### config.mk
export PLATFORM = sky130hd
export DESIGN_NAME = mips_mem_resp
export DESIGN_NICKNAME = d
export VERILOG_FILES = /design/src/rtl/mips_mem_pkg.sv /design/src/rtl/con_fifo.sv /design/src/rtl/mips_mem_resp.sv
export SDC_FILE = /design/constraint.sdc
export NUM_CORES = 2
export LEC_CHECK = 0
export ABC_AREA = 1
export CAP_MARGIN = 20
export CORE_MARGIN = 5
export CORE_UTILIZATION = 45
export CTS_BUF_LIST = sky130_fd_sc_hd__clkbuf_8
export CTS_CLUSTER_DIAMETER = 30
export DETAILED_ROUTE_END_ITERATION = 8
export MAX_ROUTING_LAYER = met4
export SLEW_MARGIN = 20
export SYNTH_ARGS = -nofsm -noshare
export SYNTH_HDL_FRONTEND = slang
export SYNTH_SLANG_ARGS = --single-unit
### constraint.sdc
create_clock -name clk -period 2.7 [get_ports clk]
set_clock_uncertainty 0.2 [all_clocks]
set_input_delay 0.54 -clock clk [delete_from_list [all_inputs] [get_ports clk]]
set_output_delay 0.54 -clock clk [all_outputs]
set_load 0.01 [all_outputs]
### src/rtl/mips_mem_pkg.sv
// Shared address map, register selectors and status-bit layout for the
// processor memory responder.
package mips_mem_pkg;

  localparam int unsigned WORD_W = 32;
  localparam int unsigned CON_W  = 8;

  // Region decode: RAM on adr[31:16], MMIO on adr[31:4]
  localparam logic [15:0] RAM_REGION_HI  = 16'h0000;
  localparam logic [27:0] MMIO_REGION_HI = 28'hFFFF000;

  localparam logic [31:0] ADDR_LED      = 32'hFFFF_0000;
  localparam logic [31:0] ADDR_CYCLE    = 32'hFFFF_0004;
  localparam logic [31:0] ADDR_CON_TX   = 32'hFFFF_0008;
  localparam logic [31:0] ADDR_CON_STAT = 32'hFFFF_000C;

  localparam int unsigned STAT_EMPTY_BIT = 0;
  localparam int unsigned STAT_FULL_BIT  = 1;
  localparam int unsigned STAT_OVF_BIT   = 2;

  typedef enum logic [1:0] {
    REG_LED      = 2'd0,
    REG_CYCLE    = 2'd1,
    REG_CON_TX   = 2'd2,
    REG_CON_STAT = 2'd3
  } mmio_reg_e;

  function automatic mmio_reg_e mmio_reg(input logic [31:0] a);
    return mmio_reg_e'(a[3:2]);
  endfunction

endpackage

### src/rtl/con_fifo.sv
// Console transmit FIFO; a push into a full FIFO is accepted only when the
// head is popped on the same edge.
module con_fifo #(
  parameter int unsigned DEPTH = 4,
  parameter int unsigned W     = 8
) (
  input  logic                       clk,
  input  logic                       reset,
  input  logic                       push,
  input  logic [W-1:0]               push_data,
  input  logic                       pop,
  output logic [W-1:0]               data,
  output logic                       full,
  output logic                       empty,
  output logic [$clog2(DEPTH):0]     count
);

  localparam int unsigned AW    = $clog2(DEPTH);
  localparam int unsigned CNT_W = AW + 1;

  logic [W-1:0]  mem [DEPTH];
  logic [AW-1:0] rd_ptr, wr_ptr;
  logic          push_ok, pop_ok;

  assign full    = (count == CNT_W'(DEPTH));
  assign empty   = (count == '0);
  assign pop_ok  = pop & ~empty;
  assign push_ok = push & (~full | pop_ok);
  // Gate the head so the output reads zero whenever nothing is queued
  assign data    = empty ? '0 : mem[rd_ptr];

  always_ff @(posedge clk or posedge reset) begin
    if (reset) begin
      rd_ptr <= '0;
      wr_ptr <= '0;
      count  <= '0;
    end else begin
      if (push_ok) wr_ptr <= wr_ptr + AW'(1);
      if (pop_ok)  rd_ptr <= rd_ptr + AW'(1);
      count <= count + CNT_W'(push_ok) - CNT_W'(pop_ok);
    end
  end

  always_ff @(posedge clk) begin
    if (push_ok) mem[wr_ptr] <= push_data;
  end

endmodule

### src/rtl/mips_mem_resp.sv
// Processor-side memory responder: word RAM, LED/cycle/console MMIO and a
// console TX FIFO drained by an external ready/valid sink.
module mips_mem_resp
  import mips_mem_pkg::*;
#(
  parameter int unsigned RAM_WORDS  = 64,
  parameter int unsigned FIFO_DEPTH = 4
) (
  input  logic              clk,
  input  logic              reset,
  input  logic [WORD_W-1:0] adr,
  input  logic [WORD_W-1:0] writedata,
  input  logic              memwrite,
  output logic [WORD_W-1:0] readdata,
  output logic [CON_W-1:0]  led,
  output logic [CON_W-1:0]  con_data,
  output logic              con_valid,
  input  logic              con_ready
);

  localparam int unsigned RAM_AW = $clog2(RAM_WORDS);
  localparam int unsigned CNT_W  = $clog2(FIFO_DEPTH) + 1;

  logic [WORD_W-1:0] ram [RAM_WORDS];
  logic [RAM_AW-1:0] ram_idx;
  logic [WORD_W-1:0] cycle_q;
  logic              overflow;
  logic              is_ram, is_mmio;
  mmio_reg_e         reg_sel;
  logic              ram_we, led_we, tx_push, stat_clr;
  logic              fifo_full, fifo_empty, fifo_pop;
  logic [CNT_W-1:0]  unused_fifo_count;
  logic              unused_adr_bits;

  assign is_ram   = (adr[31:16] == RAM_REGION_HI);
  assign is_mmio  = (adr[31:4] == MMIO_REGION_HI);
  assign reg_sel  = mmio_reg(adr);
  assign ram_idx  = adr[RAM_AW+1:2];
  assign unused_adr_bits = ^{adr[15:RAM_AW+2], adr[1:0]};

  assign ram_we   = memwrite & is_ram;
  assign led_we   = memwrite & is_mmio & (reg_sel == REG_LED);
  assign tx_push  = memwrite & is_mmio & (reg_sel == REG_CON_TX);
  assign stat_clr = memwrite & is_mmio & (reg_sel == REG_CON_STAT);

  assign con_valid = ~fifo_empty;
  assign fifo_pop  = con_ready & ~fifo_empty;

  // Zero-latency read mux; unmapped and write-only locations read as zero
  always_comb begin
    readdata = '0;
    if (is_ram) begin
      readdata = ram[ram_idx];
    end else if (is_mmio) begin
      case (reg_sel)
        REG_LED:      readdata = WORD_W'(led);
        REG_CYCLE:    readdata = cycle_q;
        REG_CON_STAT: begin
          readdata[STAT_EMPTY_BIT] = fifo_empty;
          readdata[STAT_FULL_BIT]  = fifo_full;
          readdata[STAT_OVF_BIT]   = overflow;
        end
        default:      readdata = '0;
      endcase
    end
  end

  always_ff @(posedge clk) begin
    if (ram_we) ram[ram_idx] <= writedata;
  end

  // Clear wins over a coincident drop so software never misses its own ack
  always_ff @(posedge clk or posedge reset) begin
    if (reset) begin
      led      <= '0;
      cycle_q  <= '0;
      overflow <= 1'b0;
    end else begin
      cycle_q <= cycle_q + WORD_W'(1);
      if (led_we) led <= writedata[CON_W-1:0];
      if (stat_clr)
        overflow <= 1'b0;
      else if (tx_push & fifo_full & ~fifo_pop)
        overflow <= 1'b1;
    end
  end

  con_fifo #(
    .DEPTH (FIFO_DEPTH),
    .W     (CON_W)
  ) u_con_fifo (
    .clk       (clk),
    .reset     (reset),
    .push      (tx_push),
    .push_data (writedata[CON_W-1:0]),
    .pop       (fifo_pop),
    .data      (con_data),
    .full      (fifo_full),
    .empty     (fifo_empty),
    .count     (unused_fifo_count)
  );

endmodule

==> flow_metrics.py <==
metrics = {
    "setup_path": {
        "critPathMaxFanout": 1,
        "worstPathCellList": "nand2_1, nand2_1, nand2_1, nand4_1, nand3_2, nand2_2, nor2_4, nand2_2, nor2_4, nor2_1, buf_2",
        "slowest_stage": "nand4_1",
        "crit_end": "readdata[24]",
        "start_kind": "flip-flop",
        "cp.required_ns": 1.96,
        "critPathKind": "flip-flop to output pin",
        "cp-startpoint": "ram[24][24]",
        "r2r.worst_path.cells": 10,
        "arrival_ns": 2.86,
        "r2r_slack_ns": 0.38,
        "r2r_end": "cycle_q[30]",
        "r2r-start": "cycle_q[0]",
        "setup.worst_path.end_class": "output pin",
        "crit_top_cell": "nand2_1",
        "cp_slowest_stage_delay_ns": 0.39,
    },
    "cts": {
        "cts_buffers": 445,
        "cts_max_path_buffers": 4,
        "root_buffer": "clkbuf_8",
        "cts_tree": "built",
        "clkTransAtPathRegs_ns": 0.06,
        "htreeDepth": 5,
        "insertion_delay_ns": 1.07,
        "cts.sinks": 2128,
    },
    "place": {
        "hpwl_um": 178100,
        "pre_cts_slack_ns": -1.654,
        "port_buffers": 114,
        "finalWeightedCongestion": 0.9435,
        "post-place-cells": 10120,
    },
    "logic_synthesis": {
        "synthesis.yosys.warnings": 0,
        "synth_edf_count": 2080,
        "synthCells": 7151,
        "ys_types": 38,
        "syn_area_per_cell_um2": 11.91,
        "seq_area_frac_synth_pct": 74.76,
        "ys_seq_elements": 2128,
        "synth_area_um2": 85160,
        "synth_ff_type": "edfxtp_1",
        "synthesis.nets": 7227,
        "synth-async-reset-ratio_pct": 2.256,
    },
    "power_and_ir_drop": {
        "peakVddDrop_uv": 624.2,
        "leakagePower_nw": 41.12,
        "power_per_cell_area_nw_per_um2": 715.6,
        "finalPower_w": 0.07821,
    },
    "sta": {
        "hold_viol_final": 0,
        "fmax_ghz": 0.2778,
        "slew_viol_final": 0,
        "finalSetupViolCount": 40,
        "maxSlewHeadroom_pct": 27.55,
        "worstMarginPinSlew_ns": 1.087,
        "setup_ws_ns": -0.9000,
        "fin_crit_ns": 3.600,
        "rsz0062_at_grt": "true",
        "timing.final.crit_share_pct": 133.3,
        "whs_ns": 0.08984,
    },
    "route": {
        "dr.pass1.iters": 5,
        "route.detailed.drc": 0,
        "viasPerCell": 5.550,
        "final_antenna_net_count": 0,
        "wire_per_inst_um": 26.47,
        "via_count": 60890,
        "first_iter_violations": 7685,
        "wl_um": 290400,
    },
    "die": {
        "start_util_pct": 45.30,
        "dieWidth_um": 445.0,
        "design.core.area_um2": 188000,
        "io_pins": 117,
        "fp.dieH_um": 445.0,
        "num_rows": 159,
        "dieArea_um2": 198000,
    },
    "finish": {
        "areaGrowthSynthToFinish_pct": 28.34,
        "nets": 8189,
        "layout_common_cells": "2234 x nand2_1, 2080 x edfxtp_1, 473 x inv_1, 449 x clkbuf_8, 430 x buf_4",
        "layout-drive-gt1-share_pct": 23.68,
        "finalNonFillerCells": 10970,
        "final_common_cell": "nand2_1",
        "fill_cells": 15080,
    },
    "global_route": {
        "grt_pass1_wl_um": 412200,
        "grt_max_degree": 70,
        "grt_use_total_pct": 29.51,
        "antenna_found_initial": 12,
        "grt_overflow": 0,
        "grt_pass1_vias": 58160,
    },
    "outcome": {
        "status": "complete, but fails checks",
        "violations": "negative setup slack",
    },
    "min_path": {
        "hold_start": "con_ready",
        "hp-class": "input pin to flip-flop",
    },
    "run": {
        "drv_cap": 0,
    },
}
==> where the power goes <==
part | total (W) | leakage (nW) | internal [W] | switching [W]
sequential | 0.0363 | 19.3 | 0.0363 | 0.0000403
combinational | 0.00587 | 16.8 | 0.00198 | 0.00389
clock | 0.0360 | 5.03 | 0.0214 | 0.0146
total | 0.0782 | 41.1 | 0.0597 | 0.0185
==> registers in the layout, indices dropped and copies added (netlist names) <==
| signal | flops |
|---|---|
| led | 8 |
| u_con_fifo.count | 3 |
| u_con_fifo.wr_ptr | 2 |
| ram | 2048 |
| u_con_fifo.mem | 32 |
| cycle_q | 32 |
| overflow | 1 |
| u_con_fifo.rd_ptr | 2 |
==> cell families after synthesis <==
kind of cell / count (synthesis) / share of synthesized area, %
and+or+nand+nor: 3764 / 18.34
DFF: 2128 / 74.76
buffers and inverters: 782 / 3.811
AOI/OAI and AO/OA: 436 / 2.623
xor gates and xnor gates: 33 / 0.3394
adders and majority gates: 8 / 0.1264
==> repair_timing <==
action	in CTS	in global routing
gates cloned	3	7
buffers inserted	24	15
hold endpoints to repair	1889	0
gates resized for setup	620	249
pin swaps	240	222
hold buffers	33	0
endpoints found under the setup margin	49	537
==> cell usage after synthesis, types with 2 or more instances <==
cell type / n / area (um2)
buf_4: 5 / 37.54
nand3_1: 437 / 2187
nand4_1: 318 / 1989
inv_2: 4 / 15.01
edfxtp_1: 2080 / 62460
nor3_1: 15 / 75.07
o22ai_1: 4 / 25.02
o21ai_0: 64 / 320.3
clkbuf_1: 83 / 311.6
buf_2: 223 / 1116
dfrtp_1: 48 / 1201
xnor2_1: 10 / 87.58
nor4_1: 4 / 25.02
or2_0: 2 / 12.51
nor2_2: 3 / 18.77
ha_1: 7 / 87.58
o221ai_1: 3 / 26.28
nor2_4: 3 / 33.78
nand3b_1: 10 / 75.07
a22oi_1: 14 / 105.1
nand2_1: 2429 / 9117
buf_1: 48 / 180.2
a21oi_1: 344 / 1722
xor2_1: 23 / 201.4
clkinv_1: 4 / 15.01
o21ai_1: 7 / 35.03
or2_2: 2 / 12.51
nor2_1: 535 / 2008
inv_1: 413 / 1550
==> metrics by stage <==
| stage | setup TNS, ns | utilization [%] | instance area [um2] |
|---|---|---|---|
| after global routing | -27.71 | 58.13 | 109300 |
| after floorplan | -0.8666 | - | 85750 |
| final | -23.23 | 58.13 | 109300 |
| after CTS | -26.83 | 57.50 | 108100 |
| after global placement | -1804.96 | 51.53 | 96880 |
| after detailed placement | -1823.77 | 51.53 | 96880 |
==> cell type report <==
type	instances	area [um2]	area share, %
Multi-Input combinational cell	4241	21120	19.32
Clock inverter	351	3228	2.954
Tap cell	2495	3122	2.856
Inverter	422	1653	1.512
Clock buffer	449	6180	5.654
Antenna cell	10	25.02	0.02290
Sequential cell	2128	63660	58.25
Timing Repair Buffer	875	10300	9.429
==> how the worst min path moves through the flow <==
stage | to | slack [ns] | depth (start not counted)
after floorplan | cycle_q[0] | 0.24 | 1
after global placement | cycle_q[0] | 0.26 | 1
after detailed placement | cycle_q[0] | 0.26 | 1
after CTS | u_con_fifo.wr_ptr[1] | 0.02 | 6
after global routing | u_con_fifo.wr_ptr[0] | 0.09 | 6
final | u_con_fifo.wr_ptr[1] | 0.09 | 6
==> metal layers <==
layer  wire length [um]  global-route usage (%)
met1             116000                   40.55
met2             133600                   44.73
met3              30710                   5.471
met4              10070                   10.10
met5                  0                       -
==> critical path, delay by kind of cell (launching register included) <==
| family | cells | cell delay [ns] |
|---|---|---|
| buf+inv | 1 | 0.13 |
| flops | 1 | 0.35 |
| simple gates | 10 | 1.27 |
(Power assumes the default switching activity.)
